===== config.mk =====
export PLATFORM = sky130hd
export DESIGN_NAME = if_fetch_unit_flat
export DESIGN_NICKNAME = d
export VERILOG_FILES = /design/src/rtl/if_fetch_unit_pkg.sv /design/src/rtl/if_fetch_unit_if.sv /design/src/rtl/if_fetch_unit_wait_timer.sv /design/src/rtl/if_fetch_unit.sv /design/src/flat_wrapper.sv
export SDC_FILE = /design/constraint.sdc
export NUM_CORES = 1
export LEC_CHECK = 0
export ABC_AREA = 1
export CAP_MARGIN = 20
export CORE_MARGIN = 1.5
export CORE_UTILIZATION = 45
export CTS_CLUSTER_SIZE = 16
export DETAILED_ROUTE_END_ITERATION = 12
export GPL_TIMING_DRIVEN = 0
export PLACE_DENSITY_LB_ADDON = 0.12
export SLEW_MARGIN = 0
export SYNTH_ARGS = -nofsm -noshare
export SYNTH_HDL_FRONTEND = slang
export SYNTH_SLANG_ARGS = --single-unit

===== constraint.sdc =====
create_clock -name clock -period 2.5 [get_ports clock]
set_input_delay 0.625 -clock clock [delete_from_list [all_inputs] [get_ports clock]]
set_output_delay 0.625 -clock clock [all_outputs]
set_load 0.01 [all_outputs]

===== src/rtl/if_fetch_unit_pkg.sv =====
// Shared fetch-stage definitions: FSM encodings, bubble encoding, PC step.
package if_fetch_unit_pkg;

  typedef enum logic [1:0] {
    FETCH   = 2'd0,
    HOLD    = 2'd1,
    DISCARD = 2'd2
  } fetch_state_e;

  localparam logic [31:0] NOP    = 32'h0000_0000;
  localparam logic [31:0] PC_INC = 32'd4;

  function automatic logic [31:0] pc_plus4(input logic [31:0] pc);
    return pc + PC_INC;
  endfunction

endpackage


===== src/rtl/if_fetch_unit_if.sv =====
// Fetch-stage bundle: hazard controls, IMEM REQ/ACK handshake and IF/ID outputs.
interface if_fetch_unit_if;

  logic        PC_Write;
  logic        Redirect;
  logic [31:0] Redirect_PC;
  logic        IMEM_REQ;
  logic [31:0] IMEM_ADDR;
  logic        IMEM_ACK;
  logic [31:0] IMEM_RDATA;
  logic [31:0] IF_INSTR;
  logic [31:0] IF_PC;
  logic [31:0] IF_PCP4;
  logic        IF_Valid;
  logic        IF_Fault;

  modport master (
    input  PC_Write, Redirect, Redirect_PC, IMEM_ACK, IMEM_RDATA,
    output IMEM_REQ, IMEM_ADDR, IF_INSTR, IF_PC, IF_PCP4, IF_Valid, IF_Fault
  );

  modport slave (
    output PC_Write, Redirect, Redirect_PC, IMEM_ACK, IMEM_RDATA,
    input  IMEM_REQ, IMEM_ADDR, IF_INSTR, IF_PC, IF_PCP4, IF_Valid, IF_Fault
  );

endinterface


===== src/rtl/if_fetch_unit_wait_timer.sv =====
// Counts consecutive unacknowledged request cycles; raises a sticky fault at the limit.
module fetch_wait_timer #(
  parameter logic [7:0] TIMEOUT_CYCLES = 8'd255
) (
  input  logic clock,
  input  logic reset,
  input  logic req_i,
  input  logic ack_i,
  output logic fault_o
);

  logic [7:0] count_q, count_d;
  logic       fault_q, fault_d;

  always_comb begin
    count_d = count_q;
    fault_d = fault_q;
    if (!req_i || ack_i) begin
      count_d = 8'd0;
    end else begin
      // Saturate so a very long wait cannot wrap back below the limit.
      if (count_q != 8'hFF) count_d = count_q + 8'd1;
      if (count_d >= TIMEOUT_CYCLES) fault_d = 1'b1;
    end
  end

  always_ff @(posedge clock) begin
    if (reset) begin
      count_q <= 8'd0;
      fault_q <= 1'b0;
    end else begin
      count_q <= count_d;
      fault_q <= fault_d;
    end
  end

  assign fault_o = fault_q;

endmodule


===== src/rtl/if_fetch_unit.sv =====
// Instruction fetch stage: owns the PC, runs the IMEM REQ/ACK handshake, feeds IF/ID.
// Optional fetch-timeout fault enabled by defining IF_FETCH_TIMEOUT_EN.
module if_fetch_unit
  import if_fetch_unit_pkg::*;
#(
  parameter logic [31:0] RESET_PC       = 32'h0000_0000,
  parameter logic [31:0] NOP_INSTR      = NOP,
  parameter logic [7:0]  TIMEOUT_CYCLES = 8'd255
) (
  input  logic              clock,
  input  logic              reset,
  if_fetch_unit_if.master   fetch_io
);

  fetch_state_e state_q, state_d;
  logic [31:0]  pc_q, pc_d;
  logic [31:0]  buf_q, buf_d;
  logic [31:0]  stale_q, stale_d;
  logic         ack_fetch;
  logic         valid;
  logic         req;

  assign ack_fetch = (state_q == FETCH) && fetch_io.IMEM_ACK;
  assign valid     = !reset && !fetch_io.Redirect && (ack_fetch || (state_q == HOLD));
  assign req       = !reset && (state_q != HOLD);

  assign fetch_io.IMEM_REQ  = req;
  assign fetch_io.IMEM_ADDR = (state_q == DISCARD) ? stale_q : pc_q;
  assign fetch_io.IF_Valid  = valid;
  assign fetch_io.IF_INSTR  = !valid ? NOP_INSTR :
                              (state_q == HOLD) ? buf_q : fetch_io.IMEM_RDATA;
  assign fetch_io.IF_PC     = reset ? RESET_PC : pc_q;
  assign fetch_io.IF_PCP4   = reset ? pc_plus4(RESET_PC) : pc_plus4(pc_q);

  always_comb begin
    state_d = state_q;
    pc_d    = pc_q;
    buf_d   = buf_q;
    stale_d = stale_q;
    if (fetch_io.Redirect) begin
      pc_d = {fetch_io.Redirect_PC[31:2], 2'b00};
      unique case (state_q)
        FETCH: begin
          // The un-acked request is still in flight; remember its address so
          // IMEM_ADDR stays stable until it completes.
          if (!fetch_io.IMEM_ACK) begin
            stale_d = pc_q;
            state_d = DISCARD;
          end
        end
        HOLD:    state_d = FETCH;
        DISCARD: state_d = DISCARD;
        default: state_d = FETCH;
      endcase
    end else begin
      unique case (state_q)
        FETCH: begin
          if (fetch_io.IMEM_ACK) begin
            if (fetch_io.PC_Write) begin
              pc_d = pc_plus4(pc_q);
            end else begin
              buf_d   = fetch_io.IMEM_RDATA;
              state_d = HOLD;
            end
          end
        end
        HOLD: begin
          if (fetch_io.PC_Write) begin
            pc_d    = pc_plus4(pc_q);
            state_d = FETCH;
          end
        end
        DISCARD: begin
          if (fetch_io.IMEM_ACK) state_d = FETCH;
        end
        default: state_d = FETCH;
      endcase
    end
  end

  always_ff @(posedge clock) begin
    if (reset) begin
      state_q <= FETCH;
      pc_q    <= RESET_PC;
      buf_q   <= NOP_INSTR;
      stale_q <= 32'd0;
    end else begin
      state_q <= state_d;
      pc_q    <= pc_d;
      buf_q   <= buf_d;
      stale_q <= stale_d;
    end
  end

`ifdef IF_FETCH_TIMEOUT_EN
  logic fault;

  fetch_wait_timer #(
    .TIMEOUT_CYCLES (TIMEOUT_CYCLES)
  ) u_wait_timer (
    .clock   (clock),
    .reset   (reset),
    .req_i   (req),
    .ack_i   (fetch_io.IMEM_ACK),
    .fault_o (fault)
  );

  assign fetch_io.IF_Fault = fault;
`else
  assign fetch_io.IF_Fault = 1'b0;
`endif

endmodule


===== src/flat_wrapper.sv =====
// flat-port wrapper written by rule: the top's interface ports become plain ports
module if_fetch_unit_flat import if_fetch_unit_pkg::*;
#(
  parameter logic [31:0] RESET_PC       = 32'h0000_0000,
  parameter logic [31:0] NOP_INSTR      = NOP,
  parameter logic [7:0]  TIMEOUT_CYCLES = 8'd255
)
  (clock, reset, fetch_io_PC_Write, fetch_io_Redirect, fetch_io_Redirect_PC, fetch_io_IMEM_ACK, fetch_io_IMEM_RDATA, fetch_io_IMEM_REQ, fetch_io_IMEM_ADDR, fetch_io_IF_INSTR, fetch_io_IF_PC, fetch_io_IF_PCP4, fetch_io_IF_Valid, fetch_io_IF_Fault);
  if_fetch_unit_if fetch_io_i ();
  input  logic clock;
  input  logic reset;
  input wire logic [$bits(fetch_io_i.PC_Write)-1:0] fetch_io_PC_Write;
  input wire logic [$bits(fetch_io_i.Redirect)-1:0] fetch_io_Redirect;
  input wire logic [$bits(fetch_io_i.Redirect_PC)-1:0] fetch_io_Redirect_PC;
  input wire logic [$bits(fetch_io_i.IMEM_ACK)-1:0] fetch_io_IMEM_ACK;
  input wire logic [$bits(fetch_io_i.IMEM_RDATA)-1:0] fetch_io_IMEM_RDATA;
  output wire logic [$bits(fetch_io_i.IMEM_REQ)-1:0] fetch_io_IMEM_REQ;
  output wire logic [$bits(fetch_io_i.IMEM_ADDR)-1:0] fetch_io_IMEM_ADDR;
  output wire logic [$bits(fetch_io_i.IF_INSTR)-1:0] fetch_io_IF_INSTR;
  output wire logic [$bits(fetch_io_i.IF_PC)-1:0] fetch_io_IF_PC;
  output wire logic [$bits(fetch_io_i.IF_PCP4)-1:0] fetch_io_IF_PCP4;
  output wire logic [$bits(fetch_io_i.IF_Valid)-1:0] fetch_io_IF_Valid;
  output wire logic [$bits(fetch_io_i.IF_Fault)-1:0] fetch_io_IF_Fault;
  assign fetch_io_i.PC_Write = fetch_io_PC_Write;
  assign fetch_io_i.Redirect = fetch_io_Redirect;
  assign fetch_io_i.Redirect_PC = fetch_io_Redirect_PC;
  assign fetch_io_i.IMEM_ACK = fetch_io_IMEM_ACK;
  assign fetch_io_i.IMEM_RDATA = fetch_io_IMEM_RDATA;
  assign fetch_io_IMEM_REQ = fetch_io_i.IMEM_REQ;
  assign fetch_io_IMEM_ADDR = fetch_io_i.IMEM_ADDR;
  assign fetch_io_IF_INSTR = fetch_io_i.IF_INSTR;
  assign fetch_io_IF_PC = fetch_io_i.IF_PC;
  assign fetch_io_IF_PCP4 = fetch_io_i.IF_PCP4;
  assign fetch_io_IF_Valid = fetch_io_i.IF_Valid;
  assign fetch_io_IF_Fault = fetch_io_i.IF_Fault;
  if_fetch_unit #(.RESET_PC(RESET_PC), .NOP_INSTR(NOP_INSTR), .TIMEOUT_CYCLES(TIMEOUT_CYCLES)) u_core (.clock(clock), .reset(reset), .fetch_io(fetch_io_i));
endmodule

==> qor.txt <==
Crit Path Class: register to primary output
Netlist Area Pre-Place: 5660 µm²
Core box area: 12,200 µm²
Cts hold-fix bufs: 0
Initial antenna violation count: 1
Fin. max-slew vios: 0
Hold path cells: 2
Pint: 2.85 mW
Area delta synth->final: 50.9%
Pwr dens: 479 nW/µm²
#FFs+latches synth: 94
I/O Buffers: 188
Pin count of the biggest net entering global routing: 14
Peak supply drop: 0.438 mV
Multi-input logic area: 3320 µm²
Post-synth EDFFs: 0
Final setup viols: 5
Clk_lat worst skew: 0.36 ns
Number of global-route vias before repair: 6,531
Placed inst area: 7780 µm²
Failing checks: setup timing
Critical path origin: u_core.pc_q[2]
Final WS setup: -0.0969 ns
Sw Share: 0.303
Die H: 115 µm
Register area share after synthesis: 0.332
Total CTS buffers: 9
Vias per std cell: 5.13
RR Startpoint: u_core.pc_q[2]
Gate Count Post-Synth: 949
Row Count: 40
P_sw: 1.24 mW
Yosys cell types: 30
Critical Path Start Type: register
Worst Clk Skew: 0.00705 ns
FF-to-FF setup slack: 0.78 ns
Max Fclk: 0.385 GHz
FF-to-FF path depth: 12
First-pass GRT wire length: 32.1 mm
Starting Density: 0.466
Vias: 6,974
Slew margin rel.: 0.530
Total Routing Usage GR: 0.308
Hold Fails Final Rpt: 0
Final #Nets: 1,259
Sequential share of power: 0.414
# fillers: 1,118
DP Worst Slack: -0.619 ns
CTS H-Tree Depth: 3
Synth Area per Inst: 5.97 µm²
RSZ-0062 raised after global routing: true
DRT Pass-1 Iters: 5
CP Capture Type: primary output
CTS tree: built
Total die area: 13,300 µm²
Outcome: finished with violations
HP Class: register to register
Worst hold start: u_core.buf_q[9]
CP arrival: 1.97 ns
Static Leak: 4.07 nW
Diodes inserted: 0
Combinational fraction of design power: 0.254
CTS sink count: 94
WL/cell: 15.2 µm
Iteration-0 DRC Markers: 550
Placed wire-length estimate: 14.7 mm
DRT antenna net count: 0
Remaining DRCs: 0
GR Overflow Total: 0
Max Cap Viol: 0
YS warnings: 0
CP required: 1.88 ns
Asr flop ratio synth: 0
Number of buffers on the longest clock path: 2
Root Buffer: clkbuf_16
Main synth FF type: dfxtp_1
Worst slew pin tran: 0.705 ns
Area occupied by registers: 1910 µm²
Part of the power in the clock network: 0.332
Most frequent cells in the layout: nand2_1 (246), o21ai_0 (118), nor2_1 (109)
Final wirelength: 20.7 mm
Die X-Extent: 115 µm
Boundary Pins: 200
Final GP Congestion: 0.962
Period Utilization, post-route: 1.04
Commonest non-fill, non-tap cell in the layout: nand2_1
Min Clock Period, post-route: 2.60 ns
Critical path peak fanout: 6
Layout cell share with drive strength beyond 1: 0.186
Reg clk slew, reported paths: 0.06 ns
Design Area, Final: 8550 µm²
[cells by family (layout without fill, tap and decap cells)]
logic type,count (synthesis),count (layout),synth area share
compound gates,227,227,0.205
xor+xnor,7,7,0.0108
fa+ha+maj,1,1,0.00221
buf+inv,176,412,0.132
flops,94,94,0.332
other cells,1,7,0.000662
simple gates,443,443,0.318
[layer usage]
metal,routed length (µm),part of all wire,global-route usage,up-vias
met5,7,0.00034,0,-
met4,582,0.028,0.133,2
met3,1520,0.074,0.0469,46
met2,9600,0.46,0.508,295
met1,8960,0.43,0.403,3177
li1,-,-,-,3454
[worst max-delay path: stages, from the launching register on]
cell     delay (ns)
dfxtp_4        0.38
ha_4           0.16
nand2_4        0.05
nor2_4         0.16
nand2_4        0.13
buf_6          0.14
nor2_4         0.12
nand3_2        0.11
a21oi_2        0.19
buf_2          0.17
[final timing paths]
path,endpoint
worst min register to register,u_core.buf_q[9]
worst max register to register,u_core.pc_q[26]
worst min-delay path,u_core.buf_q[9]
worst max-delay path,fetch_io_IF_PCP4[30]
[cells in the mapped netlist (3+ instances only)]
library cell / number / area (µm²)
nand2_1: 257 / 965
o21ai_0: 128 / 641
nor2_1: 127 / 477
inv_1: 110 / 413
dfxtp_1: 94 / 1880
a21oi_1: 87 / 435
nand3_1: 35 / 175
buf_2: 25 / 125
clkbuf_1: 19 / 71.3
buf_4: 10 / 75.1
nor2_2: 8 / 50.1
inv_2: 6 / 22.5
nand2_2: 6 / 37.5
xor2_1: 6 / 52.6
o21ai_1: 5 / 25.0
nor2_4: 4 / 45.0
o211ai_1: 3 / 22.5
[registers in the layout, indices dropped and copies added, names as in the netlist]
register        count
u_core.buf_q       32
u_core.pc_q        30
u_core.stale_q     30
u_core.state_q      2
[power groups by stage]
| stage | Sequential, mW | Combinational (mW) | Clock [mW] |
|---|---|---|---|
| CTS | 1.68 | 1.00 | 1.37 |
| global route | 1.70 | 1.14 | 1.44 |
| finish | 1.69 | 1.04 | 1.36 |
| detailed placement | 1.71 | 1.00 | 0 |
| floorplan | 1.69 | 0.524 | 0 |
| global placement | 1.71 | 1.00 | 0 |
[per-stage QoR]
| step | total power, mW | utilization | instances | hold WS (ns) | TNS [ns] |
|---|---|---|---|---|---|
| after global routing | 4.29 | 0.703 | 1359 | 0.467 | -0.770 |
| after global placement | 2.71 | 0.640 | 1311 | 0.434 | -26.22 |
| after detailed placement | 2.71 | 0.640 | 1311 | 0.439 | -26.98 |
| after floorplan | 2.22 | - | 955 | 0.424 | 0 |
| final | 4.09 | 0.703 | 1359 | 0.446 | -0.225 |
| after CTS | 4.05 | 0.689 | 1349 | 0.448 | -0.282 |
[layout make-up]
class | instances | area share
buffer | 60 | 0.0449
clock inverter | 2 | 0.00410
sequential | 94 | 0.223
timing repair buffer | 223 | 0.233
clock buffer | 11 | 0.0284
multi-input combinational | 685 | 0.389
inverter | 116 | 0.0527
tap | 168 | 0.0246
[what timing repair did]
| action | 4_1_cts | 5_1_grt |
|---|---|---|
| pin swaps | 16 | 20 |
| setup buffers | 22 | 11 |
| cloned | 3 | 0 |
| endpoints found under the setup margin | 111 | 75 |
| resized for setup | 229 | 93 |
(Power assumes the default switching activity.)
